$ cat config.mk
export PLATFORM = sky130hd
export DESIGN_NAME = db_lcu_ram_rd
export DESIGN_NICKNAME = d
export VERILOG_FILES = /design/src/rtl/db_pkg.sv /design/src/rtl/db_skid_fifo2.sv /design/src/rtl/db_lcu_ram_rd.sv
export SDC_FILE = /design/constraint.sdc
export NUM_CORES = 1
export LEC_CHECK = 0
export ABC_CLOCK_PERIOD_IN_PS = 5300
export CAP_MARGIN = 30
export CORE_ASPECT_RATIO = 1.25
export CORE_MARGIN = 3
export CORE_UTILIZATION = 35
export DETAILED_ROUTE_END_ITERATION = 8
export GPL_TIMING_DRIVEN = 0
export PLACE_DENSITY = 0.6
export SLEW_MARGIN = 20
export SYNTH_ARGS = -nofsm -noshare
export SYNTH_HDL_FRONTEND = slang
export SYNTH_SLANG_ARGS = --single-unit
export TNS_END_PERCENT = 50
$ cat constraint.sdc
create_clock -name clk -period 5.3 [get_ports clk]
set_clock_uncertainty 0.2 [all_clocks]
set_input_delay 1.325 -clock clk [delete_from_list [all_inputs] [get_ports clk]]
set_output_delay 1.325 -clock clk [all_outputs]
set_load 0.02 [all_outputs]
$ cat src/rtl/db_pkg.sv
// Shared definitions for the deblocking LCU pixel RAM blocks.
package db_pkg;

  localparam int DB_LCU_DATA_W = 128;
  localparam int DB_LCU_ADDR_W = 8;

  typedef enum logic [1:0] {
    DB_ST_IDLE = 2'd0,
    DB_ST_RUN  = 2'd1,
    DB_ST_DONE = 2'd2
  } db_state_e;

endpackage

$ cat src/rtl/db_skid_fifo2.sv
// Two-entry skid FIFO catching RAM read returns while the stream is stalled.
// Push and pop in the same cycle are accepted at any fill level, including full.
module db_skid_fifo2
  import db_pkg::*;
#(
  parameter int DATA_WIDTH = DB_LCU_DATA_W
) (
  input  logic                  clk,
  input  logic                  rst_n,
  input  logic                  push_i,
  input  logic [DATA_WIDTH-1:0] push_data_i,
  input  logic                  pop_i,
  output logic [1:0]            cnt_o,
  output logic [DATA_WIDTH-1:0] head_o
);

  logic [DATA_WIDTH-1:0] ent0_q, ent0_d;
  logic [DATA_WIDTH-1:0] ent1_q, ent1_d;
  logic                  wr_ptr_q, wr_ptr_d;
  logic                  rd_ptr_q, rd_ptr_d;
  logic [1:0]            cnt_q, cnt_d;
  logic                  do_push;
  logic                  do_pop;

  // Next-state for entries, pointers and occupancy.
  always_comb begin
    ent0_d   = ent0_q;
    ent1_d   = ent1_q;
    wr_ptr_d = wr_ptr_q;
    rd_ptr_d = rd_ptr_q;
    cnt_d    = cnt_q;
    do_pop   = pop_i && (cnt_q != 2'd0);
    // When full, the slot being written is the one leaving this cycle.
    do_push  = push_i && ((cnt_q != 2'd2) || do_pop);

    if (do_push) begin
      if (wr_ptr_q) begin
        ent1_d = push_data_i;
      end else begin
        ent0_d = push_data_i;
      end
      wr_ptr_d = ~wr_ptr_q;
    end

    if (do_pop) begin
      rd_ptr_d = ~rd_ptr_q;
    end

    case ({do_push, do_pop})
      2'b10:   cnt_d = cnt_q + 2'd1;
      2'b01:   cnt_d = cnt_q - 2'd1;
      default: cnt_d = cnt_q;
    endcase
  end

  // FIFO storage and pointer registers.
  always_ff @(posedge clk or negedge rst_n) begin
    if (!rst_n) begin
      ent0_q   <= '0;
      ent1_q   <= '0;
      wr_ptr_q <= 1'b0;
      rd_ptr_q <= 1'b0;
      cnt_q    <= 2'd0;
    end else begin
      ent0_q   <= ent0_d;
      ent1_q   <= ent1_d;
      wr_ptr_q <= wr_ptr_d;
      rd_ptr_q <= rd_ptr_d;
      cnt_q    <= cnt_d;
    end
  end

  assign cnt_o  = cnt_q;
  assign head_o = rd_ptr_q ? ent1_q : ent0_q;

endmodule

$ cat src/rtl/db_lcu_ram_rd.sv
// Read-side controller for the deblocking LCU pixel RAM: fetches a burst of
// consecutive rows and streams them out over valid/ready.
//
//  state | meaning
//  IDLE  | waiting for start_i; RAM port parked
//  RUN   | issuing reads under FIFO credit, streaming beats
//  DONE  | burst complete; done_o pulses for one cycle
module db_lcu_ram_rd
  import db_pkg::*;
#(
  parameter int DATA_WIDTH = DB_LCU_DATA_W,
  parameter int ADDR_WIDTH = DB_LCU_ADDR_W
) (
  input  logic                  clk,
  input  logic                  rst_n,
  input  logic                  start_i,
  input  logic [ADDR_WIDTH-1:0] base_addr_i,
  input  logic [ADDR_WIDTH:0]   len_i,
  output logic                  cen_o,
  output logic                  ren_o,
  output logic                  wen_o,
  output logic [ADDR_WIDTH-1:0] addr_o,
  input  logic [DATA_WIDTH-1:0] ram_data_i,
  output logic                  valid_o,
  output logic [DATA_WIDTH-1:0] data_o,
  input  logic                  ready_i,
  output logic                  busy_o,
  output logic                  done_o
);

  localparam int CW = ADDR_WIDTH + 1;

  db_state_e             state_q, state_d;
  logic [ADDR_WIDTH-1:0] base_q, base_d;
  logic [CW-1:0]         len_q, len_d;
  logic [CW-1:0]         issued_q, issued_d;
  logic [CW-1:0]         popped_q, popped_d;
  logic                  inflight_q, inflight_d;

  logic [1:0]            fifo_cnt;
  logic [DATA_WIDTH-1:0] fifo_head;
  logic                  pop;
  logic [2:0]            occ;

  db_skid_fifo2 #(
    .DATA_WIDTH (DATA_WIDTH)
  ) u_fifo (
    .clk         (clk),
    .rst_n       (rst_n),
    .push_i      (inflight_q),
    .push_data_i (ram_data_i),
    .pop_i       (pop),
    .cnt_o       (fifo_cnt),
    .head_o      (fifo_head)
  );

  assign valid_o = (fifo_cnt != 2'd0);
  assign data_o  = fifo_head;
  assign pop     = valid_o && ready_i;
  assign wen_o   = 1'b1;
  assign busy_o  = (state_q != DB_ST_IDLE);

  // Slots committed after this edge: stored beats plus the read in flight,
  // less the beat leaving now. pop implies fifo_cnt>=1, so no underflow.
  assign occ = {1'b0, fifo_cnt} + {2'b00, inflight_q} - {2'b00, pop};

  // Controller next-state, read issue under credit, and RAM port drive.
  always_comb begin
    state_d    = state_q;
    base_d     = base_q;
    len_d      = len_q;
    issued_d   = issued_q;
    popped_d   = popped_q;
    cen_o      = 1'b1;
    ren_o      = 1'b1;
    addr_o     = '0;
    done_o     = 1'b0;

    case (state_q)
      DB_ST_IDLE: begin
        if (start_i) begin
          base_d   = base_addr_i;
          len_d    = len_i;
          issued_d = '0;
          popped_d = '0;
          state_d  = (len_i != '0) ? DB_ST_RUN : DB_ST_DONE;
        end
      end
      DB_ST_RUN: begin
        ren_o  = 1'b0;
        addr_o = base_q + issued_q[ADDR_WIDTH-1:0];
        if ((issued_q < len_q) && (occ < 3'd2)) begin
          cen_o    = 1'b0;
          issued_d = issued_q + CW'(1);
        end
        if (pop) begin
          popped_d = popped_q + CW'(1);
          if (popped_d == len_q) begin
            state_d = DB_ST_DONE;
          end
        end
      end
      DB_ST_DONE: begin
        done_o  = 1'b1;
        state_d = DB_ST_IDLE;
      end
      default: begin
        state_d = DB_ST_IDLE;
      end
    endcase

    inflight_d = ~cen_o;
  end

  // Controller state, burst parameters and counters.
  always_ff @(posedge clk or negedge rst_n) begin
    if (!rst_n) begin
      state_q    <= DB_ST_IDLE;
      base_q     <= '0;
      len_q      <= '0;
      issued_q   <= '0;
      popped_q   <= '0;
      inflight_q <= 1'b0;
    end else begin
      state_q    <= state_d;
      base_q     <= base_d;
      len_q      <= len_d;
      issued_q   <= issued_d;
      popped_q   <= popped_d;
      inflight_q <= inflight_d;
    end
  end

endmodule
==> metrics.md <==
| Metric | Value |
|---|---|
| Outcome | complete, no violations |
| Minimum clock period | approximately 5.2 ns |
| Clock power share | 0.176 |
| Initial DRC Count | ~300 |
| Startpoint class of the critical path | input pin |
| DR pass1 iterations | 5 |
| NetSw | 5.02 mW |
| Mapped Nets | around 1100 |
| Crit Path Class | in2out |
| DP Worst Slack | -0.844 ns |
| Non-Filler Instances | roughly 1800 |
| Initial antenna violation count | 3 |
| Relative slew slack | 0.504 |
| Initial core utilization | 0.357 |
| Routability cong. | roughly 0.8 |
| Share of cells above drive strength 1 | 0.380 |
| Max Buffers Root-to-Sink | 3 |
| WL/cell | 19.2 um |
| Overflow after GRT | 0 |
| Cells after synthesis | roughly 980 |
| Clk_lat worst skew | approximately 0.52 ns |
| Total of max-cap violations | 0 |
| CTS Sinks | roughly 300 |
| Worst setup margin | a little under 0.09 ns |
| Cts bufs inserted | 35 |
| Seq cells post-synth | ~300 |
| Sequential power share | 0.288 |
| Nets | between 1000 and 1500 |
| RSZ-0062 raised after global routing | false |
| DP HPWL | between 20000 and 30000 um |
| Global-route wire length before repair | ~55000 um |
| Die width | 183 um |
| Main synth FF type | dfrtp_1 |
| Met2 GRT Util | 0.278 |
| DP Cell Count | between 1500 and 2000 |
| Vias post-DR | roughly 9000 |
| CP endpoint kind | primary output |
| Yosys Warn Count | 0 |
| Port Buffers | 289 |
| Post-synth ARST share | 1.00 |
| Post-Syn Area | approximately 14000 um2 |
| Sw Share | 0.361 |
| Worst Tran Pin Value | between 0.7 and 0.8 ns |
| GR Util met1 | 0.213 |
| Maximum VDD drop | between 300 and 400 uV |
| Clk root buf | clkbuf_16 |
| Die height | around 230 um |
| Post-route ant nets | 0 |
| GR peak layer | met2 |
| Core Area | 38500 um2 |
| Final period utilization | 0.983 |
| Crit path launch | ready_i |
| Maximum clock frequency | 192 MHz |
| Routed WL | 35200 um |
| Worst r2r src | u_fifo.cnt_o[1]$_DFFE_PN0P_ |
| Slew Viols, Final | 0 |
| Post-synth EDFFs | 0 |
| CTS tree | yes |
| Yosys cell types | between 50 and 60 |
| H-tree depth | 2 |
| Placement Rows | 80 |
| Number of global-route vias before repair | between 9000 and 10000 |
| Worst min path class | reg2reg |
| Pwr/cell area | around 750 nW/um2 |
| Min-delay src | u_fifo.ent1_q[9]$_DFFE_PN0P_ |
| Leak Pwr | 7.81 nW |
| Comb pwr share | 0.536 |
| Final setup violating endpoints | 0 |
| Area Overhead vs Synth | 35.1% |
| Die area | 41800 um2 |
| Critical Path RT | around 3.8 ns |
| Internal Power | between 8 and 9 mW |
| Syn Area/Cell | 14.1 um2 |
| Final hold vios | 0 |
| DR DRC count | 0 |
| Pin count of the biggest net entering global routing | 97 |
| Seq/Total Area, Yosys | 0.542 |
| Total GRT Usage | 0.166 |
| Met3 usage | 0.0406 |
| Crit Path Max Fanout | 5 |
| Critical Path AT | about 3.7 ns |
| IO Count | approximately 290 |
| Vias/cell | 4.92 |
| Worst-path clk slew | about 0.050 ns |
-- routing by layer --
layer | share of wire | up-vias
met1 | 0.43 | 4515
met5 | 0.00037 | -
met4 | 0.025 | 2
met2 | 0.48 | 242
li1 | - | 4188
met3 | 0.058 | 51
-- final timing paths --
kind	cells after the start	end	slack (ns)
max in group asynchronous	3	u_fifo.ent1_q[112]$_DFFE_PN0P_	3.22
min	1	u_fifo.ent1_q[9]$_DFFE_PN0P_	0.30
max reg2reg	10	issued_q[3]$_DFFE_PN0P_	2.25
min reg2reg	1	u_fifo.ent1_q[9]$_DFFE_PN0P_	0.30
max	11	cen_o	0.09
min in group asynchronous	1	u_fifo.ent0_q[71]$_DFFE_PN0P_	0.49
-- power by group through the flow --
stage	combinational [mW]	clock [mW]	sequential [mW]
after global routing	7.98	2.63	4.15
after CTS	7.60	2.53	4.00
after floorplan	4.73	0	3.85
after detailed placement	7.49	0	4.04
after global placement	7.43	0	4.00
final	7.46	2.45	4.01
-- metrics by stage --
step / setup TNS [ns] / utilization / hold WS [ns] / cell area [um2] / power (mW)
after floorplan: 0 / - / 0.260 / 13800 / 8.58
after global placement: -3169.68 / 0.448 / 0.277 / 17300 / 11.4
after detailed placement: -0.844 / 0.451 / 0.287 / 17400 / 11.5
after CTS: 0 / 0.483 / 0.301 / 18600 / 14.1
after global routing: 0 / 0.483 / 0.308 / 18600 / 14.8
final: 0 / 0.483 / 0.298 / 18600 / 13.9
-- flip-flops by register name, indices dropped and copies added (netlist names) --
| name | flops |
|---|---|
| popped_q | 9 |
| state_q | 2 |
| u_fifo.rd_ptr_q | 1 |
| u_fifo.cnt_o | 2 |
| inflight_q | 1 |
| u_fifo.ent1_q | 128 |
| issued_q | 9 |
| u_fifo.wr_ptr_q | 1 |
| len_q | 9 |
| base_q | 8 |
| u_fifo.ent0_q | 128 |
-- layout make-up --
class | instances | area [um2]
tap | 492 | 616
antenna | 2 | 5.00
fill | 3403 | 19900
timing repair buffer | 295 | 3000
clock inverter | 10 | 115
inverter | 19 | 71.3
buffer | 52 | 273
sequential | 298 | 7460
clock buffer | 53 | 1070
multi-input combinational | 609 | 5980
-- layout by cell type (no fill, tap or decap), types with 5 or more instances in the layout --
cell / instances
a211oi_1: 7
a21o_1: 5
a21oi_1: 9
buf_2: 19
buf_4: 15
clkbuf_1: 23
clkbuf_16: 36
clkbuf_8: 11
clkdlybuf4s50_1: 286
clkinv_2: 6
dfrtp_1: 298
ha_1: 18
inv_1: 18
mux2_2: 401
mux2i_1: 11
nand2_1: 32
nand2b_1: 8
nand3_1: 10
nor2_1: 18
nor3_1: 6
o21ai_0: 19
xnor2_1: 10
xor2_1: 7
-- timing repair --
| item | in CTS | in global routing |
|---|---|---|
| pin swaps | 1 | 1 |
| setup buffers | 3 | 0 |
| hold buffers | 0 | 0 |
| resized for setup | 7 | 0 |
| endpoints found under the setup margin | 1 | 1 |
-- critical path: stages --
cell and delay [ns]:
dlygate4sd2_1 0.30, o21a_4 0.14, ha_1 0.25, nand2b_1 0.16, fa_1 0.38, xor2_1 0.17
nor4b_2 0.32, o21ai_4 0.12, a21oi_4 0.18, inv_1 0.08, clkdlybuf4s15_2 0.26
-- kinds of logic after synthesis --
family | Yosys count | share of synthesized area
multiplexers | 412 | 0.336
adder cells (fa/ha/maj) | 20 | 0.0193
XOR/XNOR | 17 | 0.0108
flip-flops | 298 | 0.542
AO/OA/AOI/OAI | 64 | 0.0331
AND/OR/NAND/NOR | 95 | 0.0342
buffers and inverters | 71 | 0.0250
other | 1 | 0.000272
-- Yosys cell counts, drive strengths merged (2+ instances only) --
master  number  area, um2
nor4         2       12.5
a21oi       10       61.3
nor2b        2       12.5
nor2        18       67.6
and2         4       25.0
o211ai       3       22.5
nor3         7       40.0
nand4        4       25.0
o21ai       20        104
mux2       401       4520
ha          18        225
inv         19       71.3
a21o         5       37.5
o31ai        4       30.0
mux2i       11        110
and3         2       12.5
a211oi       7       52.6
nand2       32        120
xnor2       10       87.6
buf         34        204
clkbuf      18       68.8
nand2b       8       50.1
xor2         7       61.3
nand3       10       50.1
fa           2       40.0
a211o        2       17.5
dfrtp      298       7460
Note: power is estimated with default switching activity, not from simulation.
